<file path="config.mk">
export PLATFORM = sky130hd
export DESIGN_NAME = alu_lockstep_ctrl
export DESIGN_NICKNAME = d
export VERILOG_FILES = /design/src/rtl/alu_lockstep_ctrl.sv
export SDC_FILE = /design/constraint.sdc
export NUM_CORES = 1
export LEC_CHECK = 0
export BUFFER_PORTS_ARGS = -buffer_cell sky130_fd_sc_hd__buf_2
export CAP_MARGIN = 20
export CELL_PAD_IN_SITES_DETAIL_PLACEMENT = 0
export CELL_PAD_IN_SITES_GLOBAL_PLACEMENT = 2
export CORE_MARGIN = 2
export CORE_UTILIZATION = 40
export CTS_CLUSTER_DIAMETER = 120
export DETAILED_ROUTE_END_ITERATION = 8
export HOLD_SLACK_MARGIN = 0.05
export PLACE_DENSITY_LB_ADDON = 0.1
export SETUP_SLACK_MARGIN = 0.05
export SLEW_MARGIN = 10
export SYNTH_ARGS = -nofsm -noshare
export SYNTH_HDL_FRONTEND = slang
export SYNTH_SLANG_ARGS = --single-unit
</file>
<file path="constraint.sdc">
create_clock -name clk -period 5.1 [get_ports clk]
set_input_delay 0.765 -clock clk [delete_from_list [all_inputs] [get_ports clk]]
set_output_delay 0.765 -clock clk [all_outputs]
set_load 0.02 [all_outputs]
</file>
<file path="src/rtl/alu_lockstep_ctrl.sv">
// -----------------------------------------------------------------------------
// alu_lockstep_ctrl
//
// Sequencing and response end of the dual-lane lockstep ALU. One operation is
// accepted per request handshake, executed on two identical ALU lanes, and the
// lane outputs ({carry,result}) are compared. A mismatch re-executes the
// operation up to MAX_RETRY times; if the final attempt still mismatches the
// response carries rsp_fault=1. Lane 2 can be corrupted with an XOR mask to
// exercise the checker.
//
// Handshake semantics (both request and response sides): a transfer happens
// on a rising clock edge where valid && ready are both 1. The producer holds
// valid and its payload stable until that edge; ready never depends on valid
// in the same cycle.
//
// Ports:
//   clk, rst_n            clock (rising edge), asynchronous active-low reset
//   req_valid/req_ready   request handshake, ready only while idle
//   req_a, req_b, req_sel operands and op select (00 add, 01 sub, 10 and, 11 or)
//   inj_en, inj_perm,     lane-2 fault injection controls, sampled at accept
//   inj_mask
//   rsp_valid/rsp_ready   response handshake
//   rsp_result, rsp_carry lane-1 result and carry
//   rsp_fault             final attempt mismatched
//   fault_sticky          set by any faulted response, cleared by clr_fault
//   fault_count           saturating count of mismatching comparisons
//   clr_fault             synchronous clear of fault_sticky and fault_count
// -----------------------------------------------------------------------------
module alu_lockstep_ctrl #(
   parameter int WIDTH     = 8,
   parameter int MAX_RETRY = 2,
   parameter int CNT_W     = 8
) (
   input  logic             clk,
   input  logic             rst_n,
   input  logic             req_valid,
   output logic             req_ready,
   input  logic [WIDTH-1:0] req_a,
   input  logic [WIDTH-1:0] req_b,
   input  logic [1:0]       req_sel,
   input  logic             inj_en,
   input  logic             inj_perm,
   input  logic [WIDTH:0]   inj_mask,
   output logic             rsp_valid,
   input  logic             rsp_ready,
   output logic [WIDTH-1:0] rsp_result,
   output logic             rsp_carry,
   output logic             rsp_fault,
   output logic             fault_sticky,
   output logic [CNT_W-1:0] fault_count,
   input  logic             clr_fault
);

   typedef enum logic [1:0] {
      IDLE = 2'd0,
      EXEC = 2'd1,
      CMP  = 2'd2,
      RESP = 2'd3
   } state_t;

   localparam logic [2:0] MAX_R = 3'(MAX_RETRY);

   // state is kept as a named enum so checkers can bind to it directly
   state_t           state;
   logic [WIDTH-1:0] a_q;
   logic [WIDTH-1:0] b_q;
   logic [1:0]       sel_q;
   logic             inj_en_q;
   logic             inj_perm_q;
   logic [WIDTH:0]   inj_mask_q;
   logic [2:0]       retry;
   logic [WIDTH:0]   lane1;
   logic [WIDTH:0]   lane2;

   logic [WIDTH:0]   lane1_d;
   logic [WIDTH:0]   lane2_d;
   logic             inj_active;
   logic             mismatch;
   logic             cnt_sat;

   // Lane function: {carry,result}; for sub, bit WIDTH is the borrow
   function automatic logic [WIDTH:0] alu_f(input logic [WIDTH-1:0] a,
                                            input logic [WIDTH-1:0] b,
                                            input logic [1:0]       sel);
      logic [WIDTH:0] r;
      case (sel)
         2'b00:   r = {1'b0, a} + {1'b0, b};
         2'b01:   r = {1'b0, a} - {1'b0, b};
         2'b10:   r = {1'b0, a & b};
         default: r = {1'b0, a | b};
      endcase
      return r;
   endfunction

   always_comb begin
      inj_active = inj_en_q && (inj_perm_q || (retry == 3'd0));
      lane1_d    = alu_f(a_q, b_q, sel_q);
      lane2_d    = alu_f(a_q, b_q, sel_q) ^ (inj_active ? inj_mask_q : '0);
      mismatch   = |(lane1 ^ lane2);
      cnt_sat    = &fault_count;
   end

   always_ff @(posedge clk or negedge rst_n) begin
      if (!rst_n) begin
         state        <= IDLE;
         req_ready    <= 1'b1;
         rsp_valid    <= 1'b0;
         rsp_result   <= '0;
         rsp_carry    <= 1'b0;
         rsp_fault    <= 1'b0;
         fault_sticky <= 1'b0;
         fault_count  <= '0;
         retry        <= 3'd0;
         a_q          <= '0;
         b_q          <= '0;
         sel_q        <= 2'b00;
         inj_en_q     <= 1'b0;
         inj_perm_q   <= 1'b0;
         inj_mask_q   <= '0;
         lane1        <= '0;
         lane2        <= '0;
      end else begin
         case (state)
            IDLE: begin
               if (req_valid) begin
                  a_q        <= req_a;
                  b_q        <= req_b;
                  sel_q      <= req_sel;
                  inj_en_q   <= inj_en;
                  inj_perm_q <= inj_perm;
                  inj_mask_q <= inj_mask;
                  retry      <= 3'd0;
                  req_ready  <= 1'b0;
                  state      <= EXEC;
               end
            end
            EXEC: begin
               lane1 <= lane1_d;
               lane2 <= lane2_d;
               state <= CMP;
            end
            CMP: begin
               if (mismatch && (retry < MAX_R)) begin
                  retry <= retry + 3'd1;
                  state <= EXEC;
               end else begin
                  // Response always reports lane 1; fault only if still mismatched
                  rsp_result <= lane1[WIDTH-1:0];
                  rsp_carry  <= lane1[WIDTH];
                  rsp_fault  <= mismatch;
                  rsp_valid  <= 1'b1;
                  state      <= RESP;
               end
            end
            RESP: begin
               if (rsp_ready) begin
                  rsp_valid <= 1'b0;
                  req_ready <= 1'b1;
                  state     <= IDLE;
               end
            end
            default: state <= IDLE;
         endcase

         // Software clear wins over a same-cycle increment or sticky set
         if (clr_fault) begin
            fault_count  <= '0;
            fault_sticky <= 1'b0;
         end else if (state == CMP && mismatch) begin
            if (!cnt_sat) fault_count <= fault_count + 1'b1;
            if (retry >= MAX_R) fault_sticky <= 1'b1;
         end
      end
   end

endmodule
</file>
# ---- After elaboration in Yosys (flattened, before gate mapping)
# Index checks and enable logic that the tools add are counted.
dict set report word_totals {
  ff_bits 73
  input_bits 34
  wordCells 81
}
dict set report op_classes {
  addsub 4
  magnitude_cmp 2
  eq_ne 10
  mux 21
  bitwise 5
  reduce_logical 22
}
# operator n
set op_table {}
lappend op_table {{$pmux W9 S3} 1}
lappend op_table {{$mux W8} 3}
lappend op_table {{$xor A9 B9 Y9} 2}
lappend op_table {{$ne A2 B2 Y1 const B} 5}
lappend op_table {{$reduce_and A2 Y1} 5}
lappend op_table {{$reduce_bool A2 Y1} 5}
lappend op_table {{$add A8 B8 Y9} 1}
lappend op_table {{$mux W9} 1}
lappend op_table {{$reduce_and A3 Y1} 3}
lappend op_table {{$reduce_or A9 Y1} 1}
lappend op_table {{$sub A8 B8 Y9} 1}
lappend op_table {{$add A8 B1 Y8 const B} 1}
lappend op_table {{$and A8 B8 Y8} 1}
lappend op_table {{$or A8 B8 Y8} 1}
lappend op_table {{$pmux W2 S4} 1}
lappend op_table {{$reduce_and A8 Y1} 1}
lappend op_table {{$mux W1} 7}
lappend op_table {{$eq A2 B2 Y1 const B} 3}
lappend op_table {{$mux W2} 3}
lappend op_table {{$mux W3} 2}
lappend op_table {{$pmux W3 S2} 1}
lappend op_table {{$eq A2 B1 Y1 const B} 2}
lappend op_table {{$logic_not A2 Y1} 2}
lappend op_table {{$pmux W1 S2} 2}
lappend op_table {{7 further kinds} 9}

# ---- Longest topological paths before layout
# Gate-level depths: netlist of run 1.
dict set report logic_depth {
  word_depth 5
  depth_mapped 13
  mapped_depth_nobuf 11
}

# ---- Worst setup path before layout of run 1
# No wires, ideal clock.
dict set report synth_path {
  path_type {flip-flop to flip-flop}
  from {reg sel_q[1]}
  to {reg lane2[6]}
  setup_ps 148
  arrival_ps 2584
  path_slack_ps 2368
  path_stages_with_launch 12
  cell_sequence {dfrtp_1 -> clkbuf_8 -> nor2b_1 -> clkbuf_1 -> mux2_2 -> fa_1 -> nand2b_1 -> a21oi_2 -> nor2_1 -> a311oi_2 -> mux2i_1 -> o311ai_0}
}
dict set report synth_via {
  elab_chain_len 3
  elab_cells_between_ends 5
  classes_between {eq/ne: 2; mux: 1; bitwise: 1; reduce/logical: 1}
}
# item line_no
set synth_lines {}
lappend synth_lines {{start: declaration} 67} ;# logic [1:0] sel_q;
lappend synth_lines {{start signal: assignment} 128} ;# sel_q <= req_sel;
lappend synth_lines {{$eq A2 B2 Y1 (tied with other cells)} 86} ;# case (sel)
lappend synth_lines {{$pmux W9 S3 *} 86}
lappend synth_lines {{$xor A9 B9 Y9 *} 98} ;# lane2_d = alu_f(a_q, b_q, sel_q) ^ (inj_active ? inj_mask_q : '0);
lappend synth_lines {{end signal: assignment} 139} ;# lane2 <= lane2_d;
lappend synth_lines {{end: declaration} 73} ;# logic [WIDTH:0] lane2;
# Every way passes the cells marked *; elsewhere a longest branch is shown, timed or not.
# A chain may end at the register's enable or synchronous reset.

# ---- Worst setup path after layout of run 1
# Same ends and word-level chain as after synthesis.

==> flow_metrics.env, run 1 <==
export IMPL_timing_critical_path_arrival_ns=3.41
export IMPL_cap_viol_max_count=0
export IMPL_insertedDiodeCount=0
export IMPL_antenna_found_initial=0
export IMPL_netlist_top_cells_count="dfrtp_1 (72), nand2_1 (50), mux2_2 (34), o21ai_0 (34), nor2_1 (31)"
export IMPL_num_io_pins=55
export IMPL_synth_compound_gate_area_share_pct=13.03
export IMPL_cts_resizes=0
export IMPL_fin_area_um2=4636
export IMPL_postSynth_asyncResetShare_pct=100.0
export IMPL_synth_yosys_seq_area_share_pct=45.32
export IMPL_synthAdderAreaFrac_pct=6.141
export IMPL_totalWireLength_mm=8.615
export IMPL_pin_count_of_the_biggest_net_entering_global_routing=74
export IMPL_placeableCoreArea_um2=9774
export IMPL_finalNetCount=492
export IMPL_clock_buffer_count_from_cts=9
export IMPL_source_to_sink_clock_delay_at_the_later_pin_of_the_worst_skew_pair_ns=0.35
export IMPL_final_hold_fails=0
export IMPL_cp_slowest_stage_delay_ns=0.62
export IMPL_remaining_drc_errors=0
export IMPL_vias=2944
export IMPL_final_period_utilization_pct=62.65
export IMPL_ys_warn_count=0
export IMPL_hold_path_class="reg -> reg"
export IMPL_post_drt_via_cell_ratio=5.076
export IMPL_area_fraction_of_the_dominant_cell_type_after_synthesis_pct=44.67
export IMPL_detailed_router_s_first_iteration_violation_count=117
export IMPL_first_pass_iters=4
export IMPL_synth_area_per_cell_um2=10.32
export IMPL_synthesis_area_um2=4034
export IMPL_syn_nets=441
export IMPL_grt_residual_overflow=0
export IMPL_initial_utilization_pct=41.27
export IMPL_cts_sinks=73
export IMPL_crit_path_max_fanout=19
export IMPL_design_die_area_um2=10900
export IMPL_post_route_cells_drive_above_1_share_pct=26.85
export IMPL_detail_route_antenna_nets=0
export IMPL_final_min_clock_period_ns=3.195
export IMPL_clk_transition_reported_paths_ns=0.08
export IMPL_synth_top_flop_cell="dfrtp_1"
export IMPL_critical_path_slowest_cell="dfrtp_1"
export IMPL_postCtsSetupBuffers=0
export IMPL_final_sum_of_negative_setup_slack_ns=0
export IMPL_detail_route_wl_per_cell_um=14.85
export IMPL_crit_path_end_kind="flip-flop"
export IMPL_worstSetupStartpointType="flip-flop"
export IMPL_clock_tree_root_cell="clkbuf_8"
export IMPL_clock_skew_final_ns=0.01229
export IMPL_synth_most_common_cell="dfrtp_1"
export IMPL_num_rows=36
export IMPL_synth_largest_area_cell="dfrtp_1"
export IMPL_post_synth_and_or_nand_nor_area_fraction_pct=15.04
export IMPL_run_status="finished clean"
export IMPL_grt_pass1_wl_mm=14.85
export IMPL_synth_edff_count=0
export IMPL_place_congestion=0.7858
export IMPL_combinational_family_with_the_most_area_after_synthesis="simple AND/OR/NAND/NOR gates"
export IMPL_htree_levels=3
export IMPL_dpl_hpwl_mm=6.117
export IMPL_floorplan_die_width_um=104.4
export IMPL_synth_xor_xnor_area_share_pct=6.079
export IMPL_tritoncts="yes"
export IMPL_clockBufferDepth=2
export IMPL_postCtsHoldBufs=0
export IMPL_max_freq_mhz=313.0
export IMPL_first_global_vias=2902
export IMPL_finalSetupViolCount=0
export IMPL_synthMuxAreaShare_pct=10.73
export IMPL_die_h_um=104.4
export IMPL_synth_area_leaders="dfrtp_1 (45%), mux2_2 (9.5%), xnor2_1 (5.2%)"
export IMPL_gr_usage_all_layers_pct=16.96
export IMPL_synth_distinct_cells=59
export IMPL_area_growth_syn_to_layout_pct=14.92
export IMPL_syn_inst=391
export IMPL_post_dp_cell_area_um2=4393
export IMPL_portBuffers=54
export IMPL_finalMaxSlewViolations=0
export IMPL_tightest_slew_ns=0.9798
export IMPL_rsz0062_at_grt="false"
export IMPL_critical_path_cell_by_cell="nor2b_1, mux2_2, fa_1, nand2b_1, a21oi_2, nor2_1, a311oi_2, mux2i_1, o311ai_0"
export IMPL_share_of_the_core_filled_with_cells_pct=47.43
export IMPL_criticalPathCategory="reg -> reg"
export IMPL_slew_headroom_pct=34.52
export IMPL_worstPathRequired_ns=5.31
export IMPL_synth_seq_cells=73
[placed cells by master, fill, tap and decap left out, drive strengths merged, types with 4 or more instances in the layout]
| cell | Yosys | layout |
|---|---|---|
| clkbuf | 5 | 10 |
| nand3 | 8 | 8 |
| inv | 14 | 15 |
| nor3 | 4 | 4 |
| maj3 | 4 | 4 |
| dfrtp | 72 | 72 |
| xnor2 | 24 | 24 |
| mux2 | 34 | 34 |
| o21ai | 37 | 37 |
| xor2 | 4 | 4 |
| a21oi | 15 | 15 |
| nor4 | 5 | 5 |
| nor2 | 33 | 33 |
| o21a | 4 | 4 |
| ha | 15 | 15 |
| nor2b | 5 | 5 |
| mux2i | 5 | 5 |
| buf | 10 | 55 |
| nand2 | 50 | 50 |
[worst max-delay path: cells and delay by family (launching register included)]
kind	cells	cell delay, ns
simple gates	3	0.77
mux	2	0.64
flops	1	0.62
fa+ha+maj	1	0.43
compound gates	3	0.61
[metal layers]
metal | part of all wire [%] | up-vias | track usage [%]
met5 | 0 | - | 0
met4 | 1.7 | 0 | 5.985
met3 | 3.6 | 14 | 2.820
met2 | 43 | 47 | 24.70
met1 | 52 | 1415 | 25.31
li1 | - | 1468 | -
[cell families after synthesis]
family / Yosys count
buf+inv: 29
compound gates: 80
simple gates: 122
xor+xnor: 28
fa+ha+maj: 20
flops: 73
mux: 39
[stage by stage]
step,std cells,hold WS (ns),setup slack [ns]
finish,580,0.5040,1.905
global route,580,0.5346,1.638
CTS,580,0.5123,1.903
detailed placement,564,0.4918,1.903
global placement,564,0.4770,1.965
floorplan,391,0.4692,2.368
[registers in the layout (all words and copies together) (netlist names), 2 cells and up]
register	cells
a_q	8
inj_mask_q	9
state	2
fault_count	8
retry	3
sel_q	2
lane2	9
b_q	8
rsp_result	8
lane1	9
[area by class of cell]
cell class | instances | area (um2)
Sequential cell | 73 | 1828
Fill cell | 985 | 5139
Tap cell | 133 | 166.4
Multi-Input combinational cell | 289 | 2066
Clock buffer | 10 | 127.6
Inverter | 14 | 52.55
Clock inverter | 6 | 115.1
Timing Repair Buffer | 55 | 280.3
[path summary, 6_finish.rpt]
kind                                                from                         end  slack [ns]  cells past startpoint
worst max-delay path                sel_q[1]$_DFFE_PN0P_        lane2[6]$_DFFE_PN0N_        1.90                      9
worst min-delay path            fault_sticky$_DFFE_PN0P_    fault_sticky$_DFFE_PN0P_        0.50                      2
worst max register to register      sel_q[1]$_DFFE_PN0P_        lane2[6]$_DFFE_PN0N_        1.90                      9
worst min register to register  fault_sticky$_DFFE_PN0P_    fault_sticky$_DFFE_PN0P_        0.50                      2
max in group asynchronous                          rst_n        lane2[8]$_DFFE_PN0N_        3.94                      1
min in group asynchronous                          rst_n  fault_count[5]$_DFFE_PN0P_        0.54                      1
Power of run 1 is left out: the tool's default activity adds up to more than one toggle a clock period on the data nets, which glitch-free logic cannot reach.
==> run 2: changes to the inputs <==
- ABC_AREA: not set -> 1
- CORE_UTILIZATION: 40 -> 30
- clock period: 5.1 -> 2.6 ns (I/O delays scaled with it)
==> run 2 against run 1 <==
Clock-buffer cell count is 2 higher. Global-route usage is 1.7 points lower. Wire length is 19% higher. Synthesized cell count is 36% higher. Critical path type unchanged. Highest routed layer unchanged.
==> flow_metrics.env, run 2 <==
export IMPL_netlist_top_cells_count="nand2_1 (182), dfrtp_1 (72), inv_1 (62), nand3_1 (45)"
export IMPL_initial_utilization_pct=30.83
export IMPL_synth_area_per_cell_um2=7.719
export IMPL_hp_start="req_sel[0]"
export IMPL_final_period_utilization_pct=88.87
export IMPL_final_hold_fails=0
export IMPL_cap_viol_max_count=0
export IMPL_first_pass_iters=6
export IMPL_clock_tree_root_cell="clkbuf_16"
export IMPL_post_drt_via_cell_ratio=4.359
export IMPL_clock_skew_final_ns=0.006094
export IMPL_fin_area_um2=4980
export IMPL_reg2reg_depth=14
export IMPL_grt_residual_overflow=0
export IMPL_slew_headroom_pct=58.57
export IMPL_synth_area_leaders="dfrtp_1 (44%), nand2_1 (17%), inv_1 (5.7%)"
export IMPL_detail_route_wl_per_cell_um=13.20
export IMPL_clockBufferDepth=2
export IMPL_antenna_found_initial=0
export IMPL_ys_warn_count=0
export IMPL_finalNetCount=646
export IMPL_syn_nets=581
export IMPL_pin_count_of_the_biggest_net_entering_global_routing=74
export IMPL_synth_top_flop_cell="dfrtp_1"
export IMPL_r2r_start="b_q[0]$_DFFE_PN0P_"
export IMPL_place_ws_ns=0.1045
export IMPL_area_fraction_of_the_dominant_cell_type_after_synthesis_pct=43.96
export IMPL_die_h_um=120.9
export IMPL_hold_path_depth=3
export IMPL_place_congestion=0.8073
export IMPL_placeableCoreArea_um2=13300
export IMPL_post_route_cells_drive_above_1_share_pct=17.47
export IMPL_vdd_drop_max_uv=443.3
export IMPL_grt_pass1_wl_mm=17.17
export IMPL_synth_yosys_seq_area_share_pct=44.60
export IMPL_htree_levels=3
export IMPL_detailed_router_s_first_iteration_violation_count=154
export IMPL_synth_largest_area_cell="dfrtp_1"
export IMPL_post_dp_cell_area_um2=4572
export IMPL_syn_inst=531
export IMPL_vias=3387
export IMPL_tritoncts="yes"
export IMPL_num_io_pins=55
export IMPL_totalWireLength_mm=10.26
export IMPL_remaining_drc_errors=0
export IMPL_synthesis_area_um2=4099
export IMPL_gr_usage_all_layers_pct=15.28
export IMPL_synth_edff_count=0
export IMPL_cts_sinks=73
export IMPL_dpl_hpwl_mm=7.536
export IMPL_tightest_slew_ns=0.6206
export IMPL_timing_critical_path_arrival_ns=2.55
export IMPL_synth_distinct_cells=32
export IMPL_detail_route_antenna_nets=0
export IMPL_final_common_cell="nand2_1"
export IMPL_rsz0062_at_grt="false"
export IMPL_synth_seq_cells=73
export IMPL_setup_worst_path_start="b_q[0]$_DFFE_PN0P_"
export IMPL_design_die_area_um2=14610
export IMPL_worstPathRequired_ns=2.83
export IMPL_fin_hold_ws_ns=0.2379
export IMPL_floorplan_die_width_um=120.9
export IMPL_crit_path_end_kind="flip-flop"
export IMPL_report_power_total_uw=7237
export IMPL_area_growth_syn_to_layout_pct=21.49
export IMPL_synth_most_common_cell="nand2_1"
export IMPL_criticalPathCategory="reg -> reg"
export IMPL_power_density_nw_per_um2=1453
export IMPL_first_global_vias=3402
export IMPL_max_freq_mhz=432.8
export IMPL_finalMaxSlewViolations=0
export IMPL_portBuffers=54
export IMPL_reg_largest_list="inj_mask_q x9, lane1 x9, lane2 x9"
export IMPL_clk_transition_reported_paths_ns=0.06
export IMPL_clock_buffer_count_from_cts=9
export IMPL_leakage_uw=0.002679
export IMPL_insertedDiodeCount=0
export IMPL_hold_path_class="in -> reg"
export IMPL_run_status="finished clean"
export IMPL_source_to_sink_clock_delay_at_the_later_pin_of_the_worst_skew_pair_ns=0.34
export IMPL_crit_path_max_fanout=5
export IMPL_finalSetupViolCount=0
export IMPL_worstSetupStartpointType="flip-flop"
export IMPL_layout_common_cells="nand2_1 (181), dfrtp_1 (72), inv_1 (60)"
export IMPL_num_rows=42
export IMPL_final_sum_of_negative_setup_slack_ns=0
export IMPL_layout_setup_ws_ns=0.2894
export IMPL_postSynth_asyncResetShare_pct=100.0
export IMPL_final_min_clock_period_ns=2.311
==> run 2: cell count changes after synthesis, moves of 7 or more <==
cell	previous run	this run
nand2_1	50	182
inv_1	14	62
nand3_1	8	45
mux2_2	34	0
xnor2_1	24	10
xor2_1	4	13
o21ai_1	3	11
a21oi_1	13	6
==> run 2: area by class of cell <==
type                       instances  area [um2]
fill                            1438        8315
clock buffer                      12       256.5
sequential                        73        1828
clock inverter                     4       51.30
inverter                          65       244.0
tap                              176       220.2
timing repair buffer              65       377.9
multi-input combinational        382        2002
==> run 2: timing repair <==
item,4_1_cts,5_1_grt
gates resized for setup,0,10
hold buffers,0,1
hold endpoints to repair,0,22
endpoints found under the setup margin,0,10
buffers inserted,0,3
==> run 2: critical path, stage by stage (launching register included) <==
cell and delay [ns]:
dfrtp_1 0.41, inv_2 0.07, ha_1 0.22, nor2_1 0.13, xor2_1 0.17, ha_1 0.30
nand2_1 0.09, inv_1 0.06, nand2_1 0.05, nand3_1 0.10, or2_2 0.30, nand2_2 0.09
nand3_1 0.06, nand3_1 0.10, nand2_1 0.05
==> run 2: per-stage QoR <==
step | util (%) | instances
final | 37.46 | 777
after global routing | 37.46 | 777
after CTS | 36.70 | 772
after detailed placement | 34.39 | 756
after global placement | 34.39 | 756
after floorplan | - | 531
==> run 2: metal layers <==
layer / vias to the layer above / wire length, um / global-route usage [%]
met2: 43 / 4841 / 24.82
met1: 1529 / 4944 / 20.08
met4: 0 / 162 / 5.015
li1: 1803 / - / -
met3: 12 / 311 / 3.477
met5: - / 0 / 0
==> run 2: path summary, 6_finish.rpt <==
kind,to,slack (ns)
setup / recovery,lane2[4]$_DFFE_PN0N_,0.29
hold / removal,sel_q[0]$_DFFE_PN0P_,0.24
setup reg to reg,lane2[4]$_DFFE_PN0N_,0.29
hold reg to reg,rsp_result[3]$_DFFE_PN0P_,0.46
max in group asynchronous,req_ready$_DFFE_PN1P_,1.48
min in group asynchronous,fault_count[2]$_DFFE_PN0P_,0.50
==> run 2: power by group <==
part           switching, uW  internal, uW  total [uW]
Combinational           2440          1490        3930
Clock                    495           796        1290
Sequential               389          1620        2010
==> run 2: cell families (layout without fill, tap and decap cells) <==
| group | count (synthesis) | after routing | share of synthesized area (%) |
|---|---|---|---|
| and+or+nand+nor | 282 | 282 | 29.82 |
| buffers and inverters | 76 | 146 | 7.540 |
| DFF | 73 | 73 | 44.60 |
| AOI/OAI and AO/OA | 61 | 61 | 8.058 |
| xor gates and xnor gates | 23 | 23 | 4.914 |
| adders and majority gates | 16 | 16 | 5.067 |
Note: power is estimated with default switching activity, not from simulation.
